File: config.mk
export PLATFORM = sky130hd
export DESIGN_NAME = if_fetch_queue
export DESIGN_NICKNAME = d
export VERILOG_FILES = /design/src/rtl/if_fetch_queue.sv
export SDC_FILE = /design/constraint.sdc
export NUM_CORES = 1
export LEC_CHECK = 0
export BUFFER_PORTS_ARGS = -buffer_cell sky130_fd_sc_hd__buf_2
export CORE_AREA = 2 2 115 117
export CTS_BUF_LIST = sky130_fd_sc_hd__clkbuf_8
export DETAILED_ROUTE_END_ITERATION = 6
export DIE_AREA = 0 0 117 119
export HOLD_SLACK_MARGIN = 0.08
export PLACE_DENSITY = 0.88
export SYNTH_ARGS = -nofsm -noshare
export SYNTH_HDL_FRONTEND = slang
export SYNTH_SLANG_ARGS = --single-unit
export TNS_END_PERCENT = 50
File: constraint.sdc
create_clock -name clk -period 5.9 [get_ports clk]
set_clock_uncertainty 0.05 [all_clocks]
set_input_delay 1.18 -clock clk [delete_from_list [all_inputs] [get_ports clk]]
set_output_delay 1.18 -clock clk [all_outputs]
set_load 0.005 [all_outputs]
File: src/rtl/if_fetch_queue.sv
// if_fetch_queue: PC owner and instruction fetch FIFO feeding decode over valid/ready.
module if_fetch_queue #(
    parameter logic [31:0] RESET_PC = 32'h0000_0000,
    parameter int QUEUE_DEPTH = 2
) (
    input  logic clk,
    input  logic rst,
    input  logic fetch_en,
    output logic [31:0] imem_addr,
    input  logic [31:0] imem_data,
    input  logic redirect_valid,
    input  logic [31:0] redirect_pc,
    output logic out_valid,
    input  logic out_ready,
    output logic [31:0] out_pc,
    output logic [31:0] out_instr,
    output logic [$clog2(QUEUE_DEPTH):0] occupancy
);
    localparam int AW = $clog2(QUEUE_DEPTH);
    logic [31:0] pc;
    logic [31:0] q_pc [QUEUE_DEPTH];
    logic [31:0] q_instr [QUEUE_DEPTH];
    logic [AW-1:0] wr_ptr, rd_ptr;
    logic [AW:0] count;
    logic pop, push;
    // depth is a power of two, so the top count bit alone marks a full queue
    always_comb begin
        pop = out_valid & out_ready;
        push = fetch_en & (~count[AW] | pop) & ~redirect_valid;
        imem_addr = {2'b00, pc[31:2]};
        out_valid = count != '0;
        out_pc = out_valid ? q_pc[rd_ptr] : 32'h0;
        out_instr = out_valid ? q_instr[rd_ptr] : 32'h0;
        occupancy = count;
    end
    always_ff @(posedge clk) begin
        if (rst) begin
            pc <= RESET_PC;
            wr_ptr <= '0;
            rd_ptr <= '0;
            count <= '0;
        end else if (redirect_valid) begin
            pc <= redirect_pc & ~32'd3;
            wr_ptr <= '0;
            rd_ptr <= '0;
            count <= '0;
        end else begin
            if (push) pc <= pc + 32'd4;
            if (push) wr_ptr <= wr_ptr + 1'b1;
            if (pop) rd_ptr <= rd_ptr + 1'b1;
            count <= count + (AW+1)'(push) - (AW+1)'(pop);
        end
    end
    always_ff @(posedge clk) begin
        if (push) begin
            q_pc[wr_ptr] <= pc;
            q_instr[wr_ptr] <= imem_data;
        end
    end
endmodule
==> metrics.md, run 1 <==
| Metric | Value |
|---|---|
| Critical Path Start Type | `flip-flop` |
| Die H | `119 um` |
| Detailed-routing iteration count for the pre-antenna-repair pass | `5` |
| Final Setup Violations | `0` |
| Num CTS Buffers | `17` |
| RSZ-0062 raised after global routing | `no` |
| Max VDD drop | `0.133 mV` |
| Slew headroom | `18.6%` |
| P_leak | `3.05 nW` |
| Fmax achieved | `302 MHz` |
| Vias in the first global route | `4668` |
| Rows | `42` |
| Routability cong. | `0.819` |
| Prevailing post-synth register cell | `edfxtp_1` |
| Seq/Total Area, Yosys | `64.3%` |
| Area of the multi-input gates | `2280 sq um` |
| Clk_lat worst skew | `440 ps` |
| Slack of the critical path | `2590 ps` |
| PD cells | `273 nW/um^2` |
| Final Hold Fails | `0` |
| Clock transition at path regs | `80 ps` |
| Synthesized instance count | `536` |
| Worst R2R Start | `occupancy[1]` |
| Register cell area after layout | `4430 sq um` |
| Syn_area_per_cell | `12.8 sq um` |
| Share of the synthesized area in the top cell type | `54.1%` |
| Post-CTS resize count | `0` |
| TritonCTS clock tree | `done` |
| Post-Syn Area | `6880 sq um` |
| I/O Pins | `168` |
| Overall Global Routing Usage | `21.8%` |
| Post-CTS setup buffers | `0` |
| Post-synth EDFFs | `124` |
| Met1 Resource Use GR | `28.8%` |
| Fraction of layout cells with a size suffix above 1 | `29.2%` |
| Synth area leader | `edfxtp_1` |
| Port Buf Inserts | `161` |
| Routed vias/inst | `5.75` |
| Largest net degree at the start of global routing | `63` |
| Hold Startpoint | `pc[6]` |
| Remaining DRCs | `0` |
| Area growth syn-to-layout | `18.7%` |
| CP Data Arrival Time | `2080 ps` |
| H-Tree Depth | `4` |
| Worst min path class | `reg -> reg` |
| First-pass GRT wire length | `23.3 mm` |
| Fin nets | `757` |
| DP HPWL | `10.1 mm` |
| WL final | `15.5 mm` |
| Synth area leaders | `edfxtp_1, dfxtp_1, mux2i_1` |
| Ys Warns | `0` |
| WL per Instance | `17.7 um` |
| CTS sink cnt | `159` |
| Final slew viol count | `0` |
| Root Driver | `clkbuf_8` |
| Setup TNS | `0 ps` |
| Cts hold-fix bufs | `0` |
| Max_cap viols | `0` |
| Ys async rst share | `0%` |
| Outcome | `finished clean` |
| Met3 Track Usage GR | `4.73%` |
| Area of the core | `12900 sq um` |
| Global route overflow | `0` |
| Die area | `13900 sq um` |
| Inst Count DP | `842` |
| Crit path max fanout | `62` |
| Die Wd | `117 um` |
| Netlist cell types | `51` |
| Required time of the critical path | `4670 ps` |
| Min Tclk post-route | `3310 ps` |
| Synth Register Bits | `159` |
| Via count | `5025` |
| GR peak layer | `met2` |
| Placement Setup Slack | `2150 ps` |
| DR iter-0 viols | `464` |
| CP endpoint kind | `output port` |
| Setup CP Type | `reg -> out` |
| Final ANT Viol Nets | `0` |
| Deepest clock path buffer count | `2` |
| Post-route insts no fill | `874` |
| Worst slew pin tran | `1220 ps` |
| Final worst path period share | `56.2%` |
| GR Layer Usage met2 | `35.9%` |
| Fill count | `978` |
| Initial Util | `53.4%` |
| Initial antenna violation count | `0` |
| Diode count | `0` |
flip-flops by register name (all words and copies together), names as in the netlist, named ones only:
name	cells
occupancy	2
pc	30
q_instr	64
q_pc	60
rd_ptr	1
wr_ptr	1
routing by layer:
layer,part of all wire [%],up-vias
met3,7.8,23
met4,1.5,0
met1,41,2414
met5,0,-
li1,-,2338
met2,49,250
path summary, 6_finish.rpt:
check / to / slack (ps) / depth (start not counted)
setup / recovery: out_pc[10] / 2590 / 3
setup reg to reg: q_pc[0][9] / 3140 / 4
hold reg to reg: q_pc[1][6] / 500 / 0
hold / removal: q_pc[1][6] / 500 / 0
Yosys cell counts (11+ instances only):
library cell  instances
and3_1               11
buf_2                13
clkbuf_1             17
dfxtp_1              35
edfxtp_1            124
mux2i_1              62
nand2_1              15
nand3_1              16
nand4_1              15
nor2_1               90
worst max-delay path: stages, from the launching register on:
cell	delay, ps
dfxtp_4	1080
mux2i_1	360
nor2_1	60
buf_2	150
power by group:
group | leakage, nW | internal, W | switching, W
registers | 1.44 | 0.00125 | 0.0000433
logic | 1.41 | 0.0000761 | 0.0000960
clock network | 0.199 | 0.000379 | 0.000381
cell usage in the layout (no fill, tap or decap), drive strengths merged, types with 3 or more instances in the layout:
cell      netlist  layout
nor2           90      90
ha              3       3
nand2b          4       4
clkbuf         17      18
o31ai          10      10
clkinv          0       5
nor4            7       7
nor2b           7       7
o31a            3       3
o2111a          4       4
xnor2           3       3
nand4          17      17
a32oi           3       3
and3           11      11
dfxtp          35      35
inv             7      11
or4            10      10
clkinvlp        0       3
nand2          16      16
xor2            7       7
edfxtp        124     124
conb            1       4
a2111oi         4       4
nor3           10      10
a211oi          6       6
buf            21     165
a311o           3       3
a311oi         10      10
nand3          17      17
mux2i          62      62
and2            7       7
and4            4       4
per-stage QoR:
step	power [W]	utilization [%]	hold slack, ps	cell area (sq um)
final	0.00223	63.4	501	8160
after global routing	0.00231	63.4	514	8160
after CTS	0.00224	63.4	497	8160
after detailed placement	0.00149	60.5	476	7790
after global placement	0.00148	60.5	467	7790
after floorplan	0.00140	-	445	6890
area by class of cell:
| class | count | share of cell area, % |
|---|---|---|
| inverters | 7 | 0.322 |
| multi-input cells | 335 | 27.9 |
| repair buffers | 165 | 10.2 |
| clock inverters | 14 | 1.59 |
| clock buffers | 18 | 3.03 |
| well taps | 176 | 2.70 |
| flip-flops and latches | 159 | 54.2 |
kinds of logic after synthesis:
| group | synth area share, % |
|---|---|
| AOI/OAI and AO/OA | 6.71 |
| buffers and inverters | 3.07 |
| adders and majority gates | 0.546 |
| xor gates and xnor gates | 1.27 |
| muxes | 9.02 |
| and+or+nand+nor | 15.0 |
| DFF | 64.3 |
| other | 0.0545 |
Power figures use the tool's default switching activity.
==> run 2, diff against run 1 <==
--- a/config.mk
+++ b/config.mk
@@ -6,12 +6,12 @@
 export NUM_CORES = 1
 export LEC_CHECK = 0
 export BUFFER_PORTS_ARGS = -buffer_cell sky130_fd_sc_hd__buf_2
-export CORE_AREA = 2 2 115 117
+export CORE_AREA = 2 2 121 123
 export CTS_BUF_LIST = sky130_fd_sc_hd__clkbuf_8
 export DETAILED_ROUTE_END_ITERATION = 6
-export DIE_AREA = 0 0 117 119
+export DIE_AREA = 0 0 123 125
 export HOLD_SLACK_MARGIN = 0.08
-export PLACE_DENSITY = 0.88
+export PLACE_DENSITY = 0.84
 export SYNTH_ARGS = -nofsm -noshare
 export SYNTH_HDL_FRONTEND = slang
 export SYNTH_SLANG_ARGS = --single-unit
==> constraint.sdc (replaced) <==
create_clock -name clk -period 2.95 [get_ports clk]
set_clock_uncertainty 0.05 [all_clocks]
set_input_delay 0.59 -clock clk [delete_from_list [all_inputs] [get_ports clk]]
set_output_delay 0.59 -clock clk [all_outputs]
set_load 0.005 [all_outputs]
==> metrics.md, run 2 (synthesis gave the netlist of run 1 again) <==
| Metric | Value |
|---|---|
| Area of the core | `14200 sq um (+10%)` |
| Cell Chain, Critical Path | `buf_4, mux2i_1, nor2_1, buf_2` |
| Post-route insts no fill | `889 (+1.7%)` |
| Diode count | `0 (unchanged)` |
| P_leak | `3.12 nW (+2.4%)` |
| Rows | `44 (+4.8%)` |
| Most common cell after layout, fill and taps aside | `buf_2` |
| Num CTS Buffers | `17 (unchanged)` |
| Largest registers | `q_instr (64), q_pc (60), pc (30)` |
| Final slew viol count | `0 (unchanged)` |
| Post-CTS resize count | `0 (unchanged)` |
| Worst R2R Start | `pc[8]` |
| I/O Pins | `168 (unchanged)` |
| Most frequent cells in the layout | `buf_2, edfxtp_1, nor2_1` |
| Fraction of layout cells with a size suffix above 1 | `30.2% (+0.99 points)` |
| Die H | `125 um (+5.0%)` |
| CP peak stage delay | `660 ps (-420 ps)` |
| Required time of the critical path | `2310 ps (-2360 ps)` |
| Final ANT Viol Nets | `0 (unchanged)` |
| CP max stage cell | `dfxtp_4` |
| H-Tree Depth | `4 (unchanged)` |
| Largest reg by FF count | `q_instr` |
| Final core occ | `58.6% (-4.9 points)` |
| Register-to-Register Path Depth | `4 (unchanged)` |
| Cell depth of the worst setup path | `4 (+1)` |
| Via count | `4917 (-2.1%)` |
| Fmax achieved | `396 MHz` |
| DR iter-0 viols | `365 (-21%)` |
| CP Data Arrival Time | `1880 ps (-200 ps)` |
| Worst slew pin tran | `513 ps (-705 ps)` |
| Post-CTS setup buffers | `0 (unchanged)` |
| CP endpoint kind | `output port` |
| Routed vias/inst | `5.53 (-3.8%)` |
| Worst hold stages | `1 (+1)` |
| Die Wd | `123 um (+5.1%)` |
| Met1 Resource Use GR | `26.1% (-2.7 points)` |
| GR Layer Usage met2 | `32.0% (-3.9 points)` |
| Worst min path class | `in -> reg` |
| Top Family by Delay on Critical Path | `flip-flops` |
| RSZ-0062 raised after global routing | `no` |
| Setup CP Type | `reg -> out` |
| Die area | `15400 sq um (+10%)` |
| Overall Global Routing Usage | `20.1% (-1.7 points)` |
| Global route overflow | `0 (unchanged)` |
| PD cells | `562 nW/um^2 (+110%)` |
| WL final | `15.4 mm (-0.68%)` |
| Cts hold-fix bufs | `0 (unchanged)` |
| Crit path max fanout | `26 (-58%)` |
| Min Tclk post-route | `2520 ps` |
| Port Buf Inserts | `161 (unchanged)` |
| Area growth syn-to-layout | `20.9%` |
| TritonCTS clock tree | `done` |
| Met3 Track Usage GR | `4.93% (+0.19 points)` |
| Setup slack, reg-to-reg | `690 ps (-2450 ps)` |
| Clock transition at path regs | `80 ps (about the same)` |
| Hold Path Sink | `q_instr[1][29]` |
| Deepest clock path buffer count | `2 (unchanged)` |
| Worst reg2reg endpoint | `pc[25]` |
| Critical Path Start Type | `flip-flop` |
| Largest net degree at the start of global routing | `47 (-25%)` |
| Slew headroom | `65.8% (+47 points)` |
| DP HPWL | `10.6 mm (+5.1%)` |
| Detailed-routing iteration count for the pre-antenna-repair pass | `5 (unchanged)` |
| First-pass GRT wire length | `23.7 mm (+1.8%)` |
| WL per Instance | `17.3 um (-2.4%)` |
| Final Setup Violations | `0 (unchanged)` |
| Remaining DRCs | `0 (unchanged)` |
| Worst path bufs/invs | `2 (+1)` |
| Max_cap viols | `0 (unchanged)` |
| CTS sink cnt | `159 (unchanged)` |
| Final worst path period share | `85.6%` |
| Root Driver | `clkbuf_8` |
| Hold Startpoint | `imem_data[29]` |
| Vias in the first global route | `4756 (+1.9%)` |
| GR peak layer | `met2` |
| Routability cong. | `0.839 (+2.5%)` |
| Outcome | `finished clean` |
| Inst Count DP | `857 (+1.8%)` |
| Final Hold Fails | `0 (unchanged)` |
| Initial Util | `48.4% (-5.0 points)` |
| Fin nets | `764 (+0.92%)` |
| Max VDD drop | `0.255 mV (+92%)` |
| Max reg flops | `64 (unchanged)` |
| Clk_lat worst skew | `440 ps (about the same)` |
| Initial antenna violation count | `0 (unchanged)` |
==> run 2: cell count changes in the layout (fill, tap and decap cells not counted) <==
cell	before	now
buf_4	4	9
buf_12	0	2
bufinv_16	2	4
clkbuf_8	18	20
clkinvlp_4	3	1
inv_1	10	8
==> run 2: worst max path at each step <==
| stage | start | to | slack, ps |
|---|---|---|---|
| after global placement | out_ready | pc[23] | 600 |
| after global routing | flip-flop | out_instr[1] | 290 |
| after detailed placement | out_ready | pc[25] | 510 |
| after CTS | flip-flop | out_instr[8] | 380 |
| after floorplan | redirect_valid | q_instr[1][0] | -530 |
| final | flip-flop | out_instr[8] | 430 |
==> run 2: cell type report <==
type,count,area [sq um]
Fill cell,1182,5890
Sequential cell,159,4430
Multi-Input combinational cell,335,2280
Timing Repair Buffer,172,913
Clock buffer,20,275
Tap cell,184,230
Clock inverter,12,168
Inverter,7,26.3
==> run 2: per-layer routing <==
layer | wire length (um) | share of wire (%)
met4 | 307 | 2.0
met3 | 1100 | 7.1
met5 | 0 | 0
met1 | 6590 | 43
met2 | 7400 | 48
==> run 2: per-stage QoR <==
stage / cell area, sq um / total power, W / hold slack, ps / TNS (ps) / setup WS, ps
floorplan: 6890 / 0.00281 / 445 / -65380 / -527
global placement: 7870 / 0.00297 / 475 / 0 / 602
detailed placement: 7870 / 0.00299 / 477 / 0 / 511
CTS: 8320 / 0.00472 / 254 / 0 / 384
global route: 8320 / 0.00486 / 258 / 0 / 291
finish: 8320 / 0.00468 / 287 / 0 / 426
==> run 2: power breakdown <==
group          switching [W]  internal (W)
clock network       0.000754      0.000982
logic               0.000195      0.000159
registers          0.0000805       0.00251
==> run 3, diff against run 2 <==
--- a/config.mk
+++ b/config.mk
@@ -12,6 +12,8 @@
 export DIE_AREA = 0 0 123 125
 export HOLD_SLACK_MARGIN = 0.08
 export PLACE_DENSITY = 0.84
+export REMOVE_ABC_BUFFERS = 1
+export SETUP_SLACK_MARGIN = 0.5
 export SYNTH_ARGS = -nofsm -noshare
 export SYNTH_HDL_FRONTEND = slang
 export SYNTH_SLANG_ARGS = --single-unit
==> metrics.md, run 3 (synthesis gave the netlist of run 1 again) <==
| Metric | Value |
|---|---|
| Outcome | `finished clean` |
| Vias in the first global route | `4766 (+0.21%)` |
| Fill count | `1151 (-2.6%)` |
| CP Data Arrival Time | `1670 ps (-210 ps)` |
| Die area | `15400 sq um (unchanged)` |
| Largest reg by FF count | `q_instr` |
| Final Hold Fails | `0 (unchanged)` |
| Max_cap viols | `0 (unchanged)` |
| Routability cong. | `0.787 (-6.2%)` |
| Largest net degree at the start of global routing | `58 (+23%)` |
| Routed wl met3 | `1.07 mm (-2.3%)` |
| Largest registers | `q_instr (64), q_pc (60), pc (30)` |
| Die Wd | `123 um (unchanged)` |
| Final slew viol count | `0 (unchanged)` |
| Detailed-routing iteration count for the pre-antenna-repair pass | `5 (unchanged)` |
| Final worst path period share | `78.2% (-7.4 points)` |
| CTS sink cnt | `159 (unchanged)` |
| Global route overflow | `0 (unchanged)` |
| Diode count | `0 (unchanged)` |
| Port Buf Inserts | `161 (unchanged)` |
| PD cells | `544 nW/um^2 (-3.3%)` |
| Final Setup Violations | `0 (unchanged)` |
| Fin nets | `766 (+0.26%)` |
| Max VDD drop | `0.241 mV (-5.6%)` |
| Setup TNS | `0 ps (unchanged)` |
| Clk_lat worst skew | `440 ps (about the same)` |
| Worst min path class | `in -> reg` |
| Min Tclk post-route | `2310 ps (-217 ps)` |
| Routed vias/inst | `5.61 (+1.4%)` |
| Root Driver | `clkbuf_8` |
| Register cell area after layout | `4430 sq um (unchanged)` |
| DR WL met2 | `7.73 mm (+4.4%)` |
| Num CTS Buffers | `17 (unchanged)` |
| DP HPWL | `10.5 mm (-1.2%)` |
| Final ANT Viol Nets | `0 (unchanged)` |
| CP endpoint kind | `output port` |
| Initial Util | `48.4% (unchanged)` |
| Placement Setup Slack | `581 ps (+70.0 ps)` |
| Setup CP Type | `reg -> out` |
| WL final | `15.7 mm (+1.7%)` |
| Initial antenna violation count | `0 (unchanged)` |
| Required time of the critical path | `2310 ps (about the same)` |
| P_leak | `3.10 nW (-0.61%)` |
| Crit path max fanout | `44 (+69%)` |
| Overall Global Routing Usage | `19.9% (-0.14 points)` |
| Top Layer Used | `met4` |
| I/O Pins | `168 (unchanged)` |
| Slack of the critical path | `643 ps (+217 ps)` |
| Most frequent cells in the layout | `buf_2, edfxtp_1, nor2_1` |
| Rows | `44 (unchanged)` |
| Clock transition at path regs | `80 ps (about the same)` |
| Slew headroom | `63.9% (-1.9 points)` |
| Most common cell after layout, fill and taps aside | `buf_2` |
| TritonCTS clock tree | `done` |
| Fraction of layout cells with a size suffix above 1 | `30.6% (+0.34 points)` |
| Cts hold-fix bufs | `0 (unchanged)` |
| Die H | `125 um (unchanged)` |
| Critical Path Start Type | `flip-flop` |
| M1 WL | `6.42 mm (-2.5%)` |
| Via count | `4998 (+1.6%)` |
| WL per Instance | `17.6 um (+1.5%)` |
| Fmax achieved | `434 MHz (+9.4%)` |
| Hold slack | `292 ps (+4.94 ps)` |
| Max reg flops | `64 (unchanged)` |
| DR iter-0 viols | `528 (+45%)` |
| H-Tree Depth | `4 (unchanged)` |
| Area growth syn-to-layout | `21.0% (about the same)` |
| First-pass GRT wire length | `23.4 mm (-1.3%)` |
| Deepest clock path buffer count | `2 (unchanged)` |
| RSZ-0062 raised after global routing | `no` |
| Worst slew pin tran | `540 ps (+27.4 ps)` |
| Area of the core | `14200 sq um (unchanged)` |
| Remaining DRCs | `0 (unchanged)` |
| Area of the multi-input gates | `2280 sq um (unchanged)` |
## run 3: area by class of cell
| type | instances | share of cell area, % |
|---|---|---|
| flip-flops and latches | 159 | 53.2 |
| multi-input cells | 335 | 27.4 |
| repair buffers | 174 | 11.6 |
| clock buffers | 17 | 2.81 |
| well taps | 184 | 2.77 |
| clock inverters | 15 | 1.92 |
| inverters | 7 | 0.316 |
## run 3: final timing paths
path,from,endpoint,slack (ps),cells past startpoint
worst min-delay path,imem_data[8],q_instr[0][8],290,1
worst max register to register,pc[4],pc[21],780,4
worst max-delay path,occupancy[1],out_pc[20],640,4
worst min register to register,pc[3],q_pc[0][3],490,0
## run 3: per-stage QoR
stage,utilization [%],total power [W],cell area [sq um],cells
6_report,58.6,0.00452,8320,891
5_1_grt,58.6,0.00471,8320,891
4_1_cts,58.3,0.00456,8280,888
3_5_place_dp,55.5,0.00299,7880,856
3_3_place_gp,55.5,0.00297,7880,856
2_1_floorplan,-,0.00279,6700,501
## run 3: timing repair
item	CTS	global route
setup buffers	0	2
pin swaps	0	0
gates cloned	0	1
setup endpoints to repair	47	47
gates resized for setup	1	0
## run 3: worst max-delay path, stage by stage, from the launching register on
cell	delay, ps
dfxtp_1	390
nor2_4	140
buf_4	430
nor2_1	120
buf_2	150
## run 3: where the power goes
group,total [W],internal [W],switching [W]
logic,0.000364,0.000161,0.000203
registers,0.00258,0.00251,0.0000734
clock network,0.00158,0.000762,0.000817
## run 3: per-layer routing
metal / vias to the layer above / track usage, %
met5: - / 0
met3: 37 / 5.16
li1: 2344 / -
met2: 207 / 32.5
met1: 2410 / 24.5
met4: 0 / 9.49
